--- src/rtl/flex_timer_pkg.sv ---
// Shared types for the flex_down_timer block: state encoding of the timer FSM.
package flex_timer_pkg;

    localparam int STATE_W = 2;

    typedef enum logic [STATE_W-1:0] {
        IDLE    = 2'd0,
        RUN     = 2'd1,
        EXPIRED = 2'd2
    } timer_state_t;

endpackage

--- src/rtl/flex_down_timer_prescaler.sv ---
// timer_prescaler: counts enabled cycles and pulses tick_out on every DIV-th one.
// Instantiated by flex_down_timer only when FLEX_DOWN_TIMER_PRESCALE_EN is defined.
module timer_prescaler #(
    parameter int DIV = 4
) (
    input  logic clk,
    input  logic n_rst,
    input  logic sync_clr,
    input  logic enable,
    output logic tick_out
);

    localparam int CW = $clog2(DIV);
    localparam logic [CW-1:0] LAST = CW'(DIV - 1);

    logic [CW-1:0] phase;

    always_ff @(posedge clk or negedge n_rst) begin
        if (!n_rst) begin
            phase <= '0;
        end else if (sync_clr) begin
            phase <= '0;
        end else if (enable) begin
            phase <= (phase == LAST) ? '0 : phase + 1'b1;
        end
    end

    // Combinational pulse: the timer registers it in the same cycle it is produced.
    assign tick_out = enable && (phase == LAST);

endmodule

--- src/rtl/flex_down_timer.sv ---
// flex_down_timer: loadable down-counting timer with one-shot / periodic expiry.
// Optional prescaler enabled by defining FLEX_DOWN_TIMER_PRESCALE_EN.
module flex_down_timer
    import flex_timer_pkg::*;
#(
    parameter int NUM_CNT_BITS = 4,
    parameter int PRESCALE_DIV = 4
) (
    input  logic                    clk,
    input  logic                    n_rst,
    input  logic                    clear,
    input  logic                    load,
    input  logic [NUM_CNT_BITS-1:0] load_val,
    input  logic                    count_enable,
    input  logic                    auto_reload,
    output logic [NUM_CNT_BITS-1:0] count_out,
    output logic                    zero_flag,
    output logic                    busy
);

    localparam logic [NUM_CNT_BITS-1:0] ONE = NUM_CNT_BITS'(1);

    if (PRESCALE_DIV < 2 || PRESCALE_DIV > 256) begin : g_bad_div
        $error("flex_down_timer: PRESCALE_DIV must be in 2..256");
    end

    timer_state_t              state;
    logic [NUM_CNT_BITS-1:0]   reload;
    logic                      tick;

`ifdef FLEX_DOWN_TIMER_PRESCALE_EN
    timer_prescaler #(
        .DIV (PRESCALE_DIV)
    ) u_prescaler (
        .clk      (clk),
        .n_rst    (n_rst),
        .sync_clr (clear | load),
        .enable   (count_enable && (state == RUN)),
        .tick_out (tick)
    );
`else
    assign tick = count_enable;
`endif

    // NOTE: clear returns to IDLE but keeps the reload register, so only load changes the period.
    always_ff @(posedge clk or negedge n_rst) begin
        if (!n_rst) begin
            state     <= IDLE;
            count_out <= '0;
            reload    <= '0;
            zero_flag <= 1'b0;
            busy      <= 1'b0;
        end else if (clear) begin
            state     <= IDLE;
            count_out <= '0;
            zero_flag <= 1'b0;
            busy      <= 1'b0;
        end else if (load) begin
            reload    <= load_val;
            count_out <= load_val;
            zero_flag <= 1'b0;
            if (load_val != '0) begin
                state <= RUN;
                busy  <= 1'b1;
            end else begin
                state <= IDLE;
                busy  <= 1'b0;
            end
        end else begin
            case (state)
                RUN: begin
                    zero_flag <= 1'b0;
                    if (tick) begin
                        if (count_out > ONE) begin
                            count_out <= count_out - ONE;
                        end else if (auto_reload) begin
                            count_out <= reload;
                            zero_flag <= 1'b1;
                        end else begin
                            count_out <= '0;
                            zero_flag <= 1'b1;
                            state     <= EXPIRED;
                            busy      <= 1'b0;
                        end
                    end
                end
                // IDLE and EXPIRED hold everything, including a sticky zero_flag.
                default: ;
            endcase
        end
    end

endmodule
--- config.mk ---
export PLATFORM = sky130hd
export DESIGN_NAME = flex_down_timer
export DESIGN_NICKNAME = d
export VERILOG_FILES = /design/src/rtl/flex_timer_pkg.sv /design/src/rtl/flex_down_timer_prescaler.sv /design/src/rtl/flex_down_timer.sv
export SDC_FILE = /design/constraint.sdc
export NUM_CORES = 1
export LEC_CHECK = 0
export CELL_PAD_IN_SITES_DETAIL_PLACEMENT = 2
export CELL_PAD_IN_SITES_GLOBAL_PLACEMENT = 2
export CORE_ASPECT_RATIO = 1.4
export CORE_UTILIZATION = 30
export CTS_CLUSTER_DIAMETER = 60
export DETAILED_ROUTE_END_ITERATION = 8
export PLACE_DENSITY = 0.79
export SLEW_MARGIN = 20
export SYNTH_ARGS = -nofsm -noshare
export SYNTH_HDL_FRONTEND = slang
export SYNTH_SLANG_ARGS = --single-unit
export TNS_END_PERCENT = 10
--- constraint.sdc ---
create_clock -name clk -period 5 [get_ports clk]
set_clock_uncertainty 0.15 [all_clocks]
set_input_delay 0.5 -clock clk [delete_from_list [all_inputs] [get_ports clk]]
set_output_delay 0.5 -clock clk [all_outputs]
set_load 0.01 [all_outputs]
==> flow_metrics.py, run 1 <==
metrics = {
    "outcome": {
        "status": "finished clean",
    },
    "grt": {
        "gr-usage-all-layers_pct": 19.2,
        "grt_pass1_wl_um": 3370,
        "grt_pass1_vias": 689,
        "grt_start_max_net_pins": 12,
        "grt_antenna_before_repair": 0,
        "grt-ovfl-total": 0,
    },
    "synthesis": {
        "syn_inst": 76,
        "async_reset_ff_share_pct": 100,
        "syn-num-nets": 88,
        "ys_warn_count": 0,
        "synth_edf_count": 0,
        "ys_seq_area_share_pct": 40.3,
        "synthDistinctLibCells": 31,
        "ys_ff_latch": 11,
        "post_synth.cell_area_avg_sq_um": 8.99,
        "ys.flop_type": "dfrtp_1",
        "synth_area_sq_um": 683,
    },
    "floorplan": {
        "die_area_sq_um": 2470,
        "dieWidth_um": 42.3,
        "core-area_sq_um": 2150,
        "rows": 20,
        "die_h_um": 58.5,
        "io_pins": 16,
        "start_util_pct": 31.7,
    },
    "power": {
        "leakagePower_nw": 0.372,
        "ir_worst_vdd_v": 0.000152,
        "internal-power_mw": 0.168,
        "p_clk_share_pct": 26.9,
        "power_density_nw_per_um2": 292,
        "power.switching_mw": 0.0882,
        "power_frac_comb_pct": 30.0,
        "swShare_pct": 34.5,
        "pwr-share-seq_pct": 43.2,
    },
    "placed_design": {
        "dpl.cell_count": 112,
        "port_buffers": 15,
        "gp_congestion": 0.770,
        "dp_hpwl_um": 1550,
    },
    "drt": {
        "drc": 0,
        "wl_per_cell_um": 17.3,
        "post_drt_via_cell_ratio": 5.52,
        "drtIter0Drc": 6,
        "dr_total_vias": 640,
        "totalWireLength_um": 2010,
        "dr.pass1.iters": 4,
        "ant_nets": 0,
    },
    "timing": {
        "grt_setup_unrepaired": "false",
        "fin_crit_ns": 2.04,
        "worst_pin_slew_ns": 0.580,
        "hold_violations": 0,
        "finalCritPeriodShare_pct": 40.9,
        "maxSlewHeadroom_pct": 61.2,
        "fin_setup_tns_ns": 0,
        "fmax_mhz": 490,
        "drv_slew": 0,
        "finalSetupViolCount": 0,
    },
    "job": {
        "maxCapViolCount": 0,
    },
    "clock_tree": {
        "cts_max_level": 1,
        "cts.clk_slew.worst_paths_ns": 0.08,
        "insertion_delay_ns": 0.29,
        "post_cts_buffers": 0,
        "cts_buffers": 3,
        "cts_hold_buf": 0,
        "cts_tree": "done",
        "cts_root_buf": "clkbuf_4",
        "clock_sinks": 11,
        "cts.repair.resized": 0,
        "cts_buffer_depth": 2,
    },
    "setup_path": {
        "endpoint_kind": "primary output",
        "rrSetupSlack_ns": 3.11,
        "cpPeakStageDelay_ns": 0.59,
        "critPathTopFamily": "buffers and inverters",
        "rr_startpoint": "count_out[0]$_DFFE_PN0P_",
        "worstPathArrival_ns": 1.39,
        "path_cells": "clkdlybuf4s50_1",
        "cp_slowest_cell": "clkdlybuf4s50_1",
        "crit_fanout": 9,
        "reg2reg_depth": 5,
        "worstSetupPathType": "reg -> out",
        "crit_buf_inv": 1,
        "critPathRequiredTime_ns": 4.35,
        "start_kind": "flip-flop",
        "startpoint": "count_out[2]$_DFFE_PN0P_",
        "reg2reg_to": "count_out[0]$_DFFE_PN0P_",
    },
    "hold_path": {
        "hold_path_depth": 2,
        "min-delay-start": "reload[0]$_DFFE_PN0P_",
        "hold_path.class": "reg -> reg",
        "min_to": "reload[0]$_DFFE_PN0P_",
    },
    "layout": {
        "diodes": 0,
        "fin_cells": 116,
        "num-fill-cells": 244,
        "area_growth_pct": 28.4,
        "multi_input_area_sq_um": 385,
        "regArea_sq_um": 275,
        "finalNetCount": 107,
        "drive_above_1_share_pct": 11.7,
    },
}
[stage by stage]
| stage | util, % | setup WS [ns] | area, sq um | power (mW) | hold slack (ns) |
|---|---|---|---|---|---|
| finish | 40.8 | 2.96 | 877 | 0.256 | 0.329 |
| global route | 40.8 | 2.88 | 877 | 0.272 | 0.352 |
| CTS | 40.8 | 2.94 | 877 | 0.259 | 0.335 |
| detailed placement | 39.5 | 2.88 | 850 | 0.190 | 0.315 |
| global placement | 39.5 | 2.95 | 850 | 0.187 | 0.311 |
| floorplan | - | 3.35 | 683 | 0.155 | 0.0544 |
[per-layer routing]
| metal | global-route usage (%) | part of all wire (%) | up-vias |
|---|---|---|---|
| met5 | 0 | 0 | - |
| met4 | 12.1 | 2.7 | 0 |
| met3 | 2.76 | 2.3 | 5 |
| met2 | 33.6 | 55 | 12 |
| met1 | 21.5 | 40 | 311 |
| li1 | - | - | 312 |
[synth_stat cells (2+ instances only)]
cell type	n	area, sq um
nor2_1	3	11.3
a21oi_1	2	10.0
ha_1	2	25.0
o32a_1	2	20.0
nand2_1	17	63.8
nor2b_1	4	25.0
a211oi_1	2	15.0
nor3_1	3	15.0
or2_2	3	18.8
nor4_1	4	25.0
nand3b_1	2	15.0
inv_1	3	11.3
dfrtp_1	11	275
[power groups by stage]
stage / sequential, mW / clock, mW / combinational [mW]
4_1_cts: 0.111 / 0.0707 / 0.0780
3_3_place_gp: 0.111 / 0 / 0.0759
5_1_grt: 0.112 / 0.0733 / 0.0861
3_5_place_dp: 0.113 / 0 / 0.0774
6_report: 0.110 / 0.0688 / 0.0768
2_1_floorplan: 0.111 / 0 / 0.0435
[state kept, by name, indices dropped and copies added (netlist names)]
signal     cells
state          2
count_out      4
zero_flag      1
reload         4
[worst max path at each step]
stage | to | slack (ns) | depth (start not counted)
after floorplan | count_out[3]$_DFFE_PN0P_ | 3.35 | 5
after global placement | count_out[1]$_DFFE_PN0P_ | 2.95 | 4
after detailed placement | count_out[1]$_DFFE_PN0P_ | 2.88 | 4
after CTS | count_out[2] | 2.94 | 1
after global routing | count_out[2] | 2.88 | 1
final | count_out[2] | 2.96 | 1
[final cells by class]
type / count / area share (%)
well taps: 22 / 3.14
inverters: 3 / 1.28
multi-input cells: 61 / 43.9
clock inverters: 1 / 0.571
flip-flops and latches: 11 / 31.4
repair buffers: 15 / 17.1
clock buffers: 3 / 2.57
[logic make-up after synthesis]
| kind of cell | after synthesis | share of synthesized area [%] |
|---|---|---|
| adders and majority gates | 2 | 3.66 |
| and+or+nand+nor | 44 | 34.4 |
| buffers and inverters | 4 | 3.30 |
| AOI/OAI and AO/OA | 15 | 18.3 |
| DFF | 11 | 40.3 |
[cells in the final DEF, fill, tap and decap left out, drive strengths merged, types with 2 or more instances in the layout]
cell           netlist  layout
nor4                 4       4
nand2               17      17
clkdlybuf4s50        0      15
nor3                 3       3
inv                  3       3
or2                  5       5
ha                   2       2
clkbuf               0       3
nor2                 3       3
nor2b                4       4
dfrtp               11      11
a21oi                2       2
o32a                 2       2
nand3b               2       2
a211oi               2       2
(Power assumes the default switching activity.)
==> run 2: changes to the inputs <==
CORE_UTILIZATION = 25   (was 30)
PLACE_DENSITY = 0.71   (was 0.79)
clock period = 1.8 ns   (was 5 ns; I/O delays follow)
==> run 2 against run 1 <==
Net effect: cell count increased by 17%; flip-flop and latch count unchanged; first-iteration DRC count decreased by 67%; die area rose by 19%; combinational power rose to 3.1 times the previous value; worst setup slack worse by 2.9 ns; non-clock buffer count grew 6; final area is 7.3% higher; sequential power rose to 2.7 times the previous value; global-route usage decreased by 2.4 points; critical endpoint unchanged; largest cell class unchanged; largest power group unchanged; highest routed layer unchanged.
==> flow_metrics.py, run 2 (synthesized netlist as in run 1, its figures left out) <==
metrics = {
    "floorplan": {
        "dieWidth_um": 46.2,
        "rows": 22,
        "core-area_sq_um": 2620,
        "io_pins": 16,
        "die_h_um": 63.9,
        "die_area_sq_um": 2950,
        "start_util_pct": 26.1,
    },
    "clock_tree": {
        "cts_root_buf": "clkbuf_4",
        "cts_max_level": 1,
        "cts_buffers": 3,
        "clock_sinks": 11,
        "cts_tree": "done",
        "cts_buffer_depth": 2,
        "cts.clk_slew.worst_paths_ns": 0.08,
        "insertion_delay_ns": 0.28,
    },
    "timing": {
        "finalWorstSetupSlack_ns": 0.0733,
        "grt_setup_unrepaired": "false",
        "hold_violations": 0,
        "maxSlewHeadroom_pct": 63.2,
        "worst_pin_slew_ns": 0.551,
        "fin_crit_ns": 1.73,
        "finalSetupViolCount": 0,
        "finalCritPeriodShare_pct": 95.9,
        "fmax_mhz": 579,
        "drv_slew": 0,
    },
    "setup_path": {
        "crit_fanout": 9,
        "worstSetupPathType": "reg -> out",
        "critPathTopFamily": "buffers and inverters",
        "endpoint_kind": "primary output",
        "start_kind": "flip-flop",
        "worstPathArrival_ns": 1.40,
        "rrSetupSlack_ns": 0.09,
        "crit_buf_inv": 1,
        "path_cells": "clkdlybuf4s50_1",
        "cp_slowest_cell": "clkdlybuf4s50_1",
        "critPathRequiredTime_ns": 1.47,
        "cpPeakStageDelay_ns": 0.60,
    },
    "layout": {
        "final_area_sq_um": 941,
        "num-fill-cells": 302,
        "area_growth_pct": 37.7,
        "drive_above_1_share_pct": 17.0,
        "layout_common_cells": "17 x nand2_1, 15 x clkdlybuf4s50_1, 11 x dfrtp_1",
        "final_core_util_pct": 36.0,
        "diodes": 0,
        "finalNetCount": 113,
        "top_regs": "count_out: 4 flops, reload: 4 flops, state: 2 flops",
        "regArea_sq_um": 275,
        "multi_input_area_sq_um": 388,
        "layout_commonest_cell": "nand2_1",
    },
    "grt": {
        "grt_pass1_wl_um": 3420,
        "grt_pass1_vias": 720,
        "gr-usage-all-layers_pct": 16.8,
        "grt-ovfl-total": 0,
        "grt_antenna_before_repair": 0,
        "grt_start_max_net_pins": 12,
    },
    "drt": {
        "drtIter0Drc": 2,
        "post_drt_via_cell_ratio": 4.89,
        "drc": 0,
        "dr.pass1.iters": 3,
        "dr_total_vias": 665,
        "totalWireLength_um": 2100,
        "ant_nets": 0,
        "wl_per_cell_um": 15.4,
    },
    "placed_design": {
        "port_buffers": 15,
        "gp_congestion": 0.766,
        "dp_hpwl_um": 1730,
        "dp_slack_ns": -0.0177,
        "placed_area_sq_um": 912,
    },
    "power": {
        "power_density_nw_per_um2": 771,
        "ir_worst_vdd_v": 0.000294,
        "leakagePower_nw": 0.398,
    },
    "job": {
        "maxCapViolCount": 0,
    },
    "outcome": {
        "status": "finished clean",
    },
    "hold_path": {
        "hold_path.class": "in -> async",
    },
}
run 2: cell count changes in the layout (fill, tap and decap cells not counted), sizes merged:
cell    change
buf         +6
clkbuf      +1
clkinv      -1
run 2: path summary, 6_finish.rpt:
kind / from / endpoint / cells after the start
min: n_rst / count_out[2]$_DFFE_PN0P_ / 1
max reg2reg: count_out[0]$_DFFE_PN0P_ / count_out[0]$_DFFE_PN0P_ / 5
min in group clk: load_val[0] / reload[0]$_DFFE_PN0P_ / 3
min reg2reg: reload[1]$_DFFE_PN0P_ / reload[1]$_DFFE_PN0P_ / 2
max in group asynchronous: n_rst / state[1]$_DFFE_PN0P_ / 1
max: count_out[2]$_DFFE_PN0P_ / count_out[2] / 1
run 2: where the power goes:
part	leakage [nW]	switching, mW	internal, mW	total [mW]
clock	0.0150	0.0958	0.0862	0.182
sequential	0.141	0.0294	0.273	0.302
combinational	0.243	0.115	0.126	0.241
total	0.398	0.240	0.485	0.725
run 2: area by class of cell:
class,count,area share [%]
multi-input cells,61,41.2
flip-flops and latches,11,29.3
repair buffers,21,20.7
well taps,36,4.79
clock buffers,4,2.79
inverters,3,1.20
run 2: metrics by stage:
stage | power (mW) | hold WS (ns) | std cells | setup TNS (ns)
2_1_floorplan | 0.429 | -0.266 | 76 | 0
3_3_place_gp | 0.540 | 0.312 | 132 | 0
3_5_place_dp | 0.550 | 0.329 | 132 | -0.0191
4_1_cts | 0.734 | 0.126 | 136 | 0
5_1_grt | 0.765 | 0.146 | 136 | 0
6_report | 0.725 | 0.0993 | 136 | 0
run 2: repair_timing:
item,4_1_cts,5_1_grt
hold endpoints to repair,0,0
setup endpoints to repair,0,2
buffers inserted,0,0
gates resized for setup,0,1
hold buffers,0,0
run 2: layer usage:
| layer | GRT usage (%) | part of all wire (%) | up-vias |
|---|---|---|---|
| met4 | 9.93 | 2.8 | 0 |
| met3 | 1.69 | 1.3 | 5 |
| li1 | - | - | 325 |
| met2 | 30.3 | 57 | 12 |
| met1 | 17.3 | 39 | 323 |
| met5 | 0 | 0 | - |
==> run 3: changes to the inputs <==
HOLD_SLACK_MARGIN = 0.08   (was not set)
MAX_ROUTING_LAYER = met4   (was not set)
==> run 3 against run 2 <==
Net effect: first-iteration DRC count unchanged; via count unchanged; worst setup slack about the same.
==> flow_metrics.py, run 3 (synthesized netlist as in run 1, its figures left out) <==
metrics = {
    "layout": {
        "finalNetCount": 113,
        "diodes": 0,
        "drive_above_1_share_pct": 17.0,
        "fin_cells": 136,
        "final_core_util_pct": 36.0,
        "num-fill-cells": 302,
        "layout_common_cells": "17 x nand2_1, 15 x clkdlybuf4s50_1, 11 x dfrtp_1",
        "area_growth_pct": 37.7,
        "top_regs": "count_out: 4 flops, reload: 4 flops, state: 2 flops",
        "layout_commonest_cell": "nand2_1",
    },
    "clock_tree": {
        "cts_buffer_depth": 2,
        "cts_tree": "done",
        "clock_sinks": 11,
        "post_cts_buffers": 0,
        "cts_hold_buf": 0,
        "insertion_delay_ns": 0.28,
        "cts_root_buf": "clkbuf_4",
        "cts.clk_slew.worst_paths_ns": 0.08,
        "cts_max_level": 1,
        "cts_buffers": 3,
    },
    "setup_path": {
        "critPathTopFamily": "buffers and inverters",
        "cpPeakStageDelay_ns": 0.60,
        "path_cells": "clkdlybuf4s50_1",
        "worstSetupPathType": "reg -> out",
        "crit_fanout": 9,
        "crit_buf_inv": 1,
        "critPathRequiredTime_ns": 1.47,
        "worstPathArrival_ns": 1.40,
        "start_kind": "flip-flop",
        "endpoint_kind": "primary output",
        "cp_slowest_cell": "clkdlybuf4s50_1",
    },
    "hold_path": {
        "hold_path.class": "in -> async",
    },
    "grt": {
        "grt_start_max_net_pins": 12,
        "gr-usage-all-layers_pct": 17.2,
        "grt_pass1_wl_um": 3410,
        "grt_antenna_before_repair": 0,
        "grt-ovfl-total": 0,
        "grt_pass1_vias": 721,
    },
    "drt": {
        "post_drt_via_cell_ratio": 4.89,
        "ant_nets": 0,
        "drc": 0,
        "wl_per_cell_um": 15.4,
        "dr.pass1.iters": 4,
        "totalWireLength_um": 2100,
        "dr_total_vias": 665,
        "drtIter0Drc": 2,
    },
    "timing": {
        "maxSlewHeadroom_pct": 63.2,
        "finalCritPeriodShare_pct": 95.9,
        "finalWorstSetupSlack_ns": 0.0732,
        "grt_setup_unrepaired": "false",
        "fin_crit_ns": 1.73,
        "hold_violations": 0,
        "worst_pin_slew_ns": 0.551,
        "hold_slack_ns": 0.0994,
        "finalSetupViolCount": 0,
        "fmax_mhz": 579,
        "drv_slew": 0,
    },
    "floorplan": {
        "die_area_sq_um": 2950,
        "start_util_pct": 26.1,
        "io_pins": 16,
        "rows": 22,
        "die_h_um": 63.9,
        "dieWidth_um": 46.2,
        "core-area_sq_um": 2620,
    },
    "power": {
        "pwr-share-seq_pct": 41.7,
        "power_frac_comb_pct": 33.2,
        "internal-power_mw": 0.485,
        "power_density_nw_per_um2": 771,
        "ir_worst_vdd_v": 0.000294,
        "power.switching_mw": 0.240,
        "power_mw": 0.725,
        "p_clk_share_pct": 25.1,
        "swShare_pct": 33.1,
        "leakagePower_nw": 0.398,
    },
    "outcome": {
        "status": "finished clean",
    },
    "placed_design": {
        "gp_congestion": 0.776,
        "dp_hpwl_um": 1730,
        "dp_slack_ns": -0.0177,
        "port_buffers": 15,
        "dpl.cell_count": 132,
    },
    "job": {
        "maxCapViolCount": 0,
    },
}
[run 3: cell counts in the layout (fill, tap and decap cells not counted)]
No cell type changed its count.
[run 3: cell type report]
class	count	area (sq um)	share of cell area, %
tap	36	45.0	4.79
sequential	11	275	29.3
inverter	3	11.3	1.20
timing repair buffer	21	195	20.7
clock buffer	4	26.3	2.79
multi-input combinational	61	388	41.2
[run 3: through the flow]
stage / area [sq um] / TNS [ns]
6_report: 941 / 0
5_1_grt: 941 / 0
3_3_place_gp: 912 / 0
4_1_cts: 938 / 0
2_1_floorplan: 683 / 0
3_5_place_dp: 912 / -0.0191
[run 3: routing by layer]
metal  routed length, um  GRT usage (%)
met5                   0              -
met4                  59           9.93
met3                  27           1.69
met2                1200           30.3
met1                 809           17.3
[run 3: power groups by stage]
stage                     registers [mW]  clock network, mW  logic (mW)
final                              0.302              0.182       0.241
after global routing               0.307              0.191       0.267
after CTS                          0.303              0.187       0.243
after detailed placement           0.308                  0       0.242
after global placement             0.304                  0       0.235
after floorplan                    0.309                  0       0.121
[run 3: path summary, 6_finish.rpt]
kind	startpoint	endpoint	slack, ns	cells past startpoint
min reg2reg	reload[1]$_DFFE_PN0P_	reload[1]$_DFFE_PN0P_	0.35	2
min in group clk	load_val[0]	reload[0]$_DFFE_PN0P_	0.35	3
max	count_out[2]$_DFFE_PN0P_	count_out[2]	0.07	1
max in group asynchronous	n_rst	state[1]$_DFFE_PN0P_	1.03	1
max reg2reg	count_out[0]$_DFFE_PN0P_	count_out[0]$_DFFE_PN0P_	0.09	5
min	n_rst	count_out[2]$_DFFE_PN0P_	0.1	1
[run 3: what timing repair did]
action,4_1_cts,5_1_grt
gates resized for setup,0,1
setup endpoints to repair,0,2
endpoints found under the hold margin,0,0
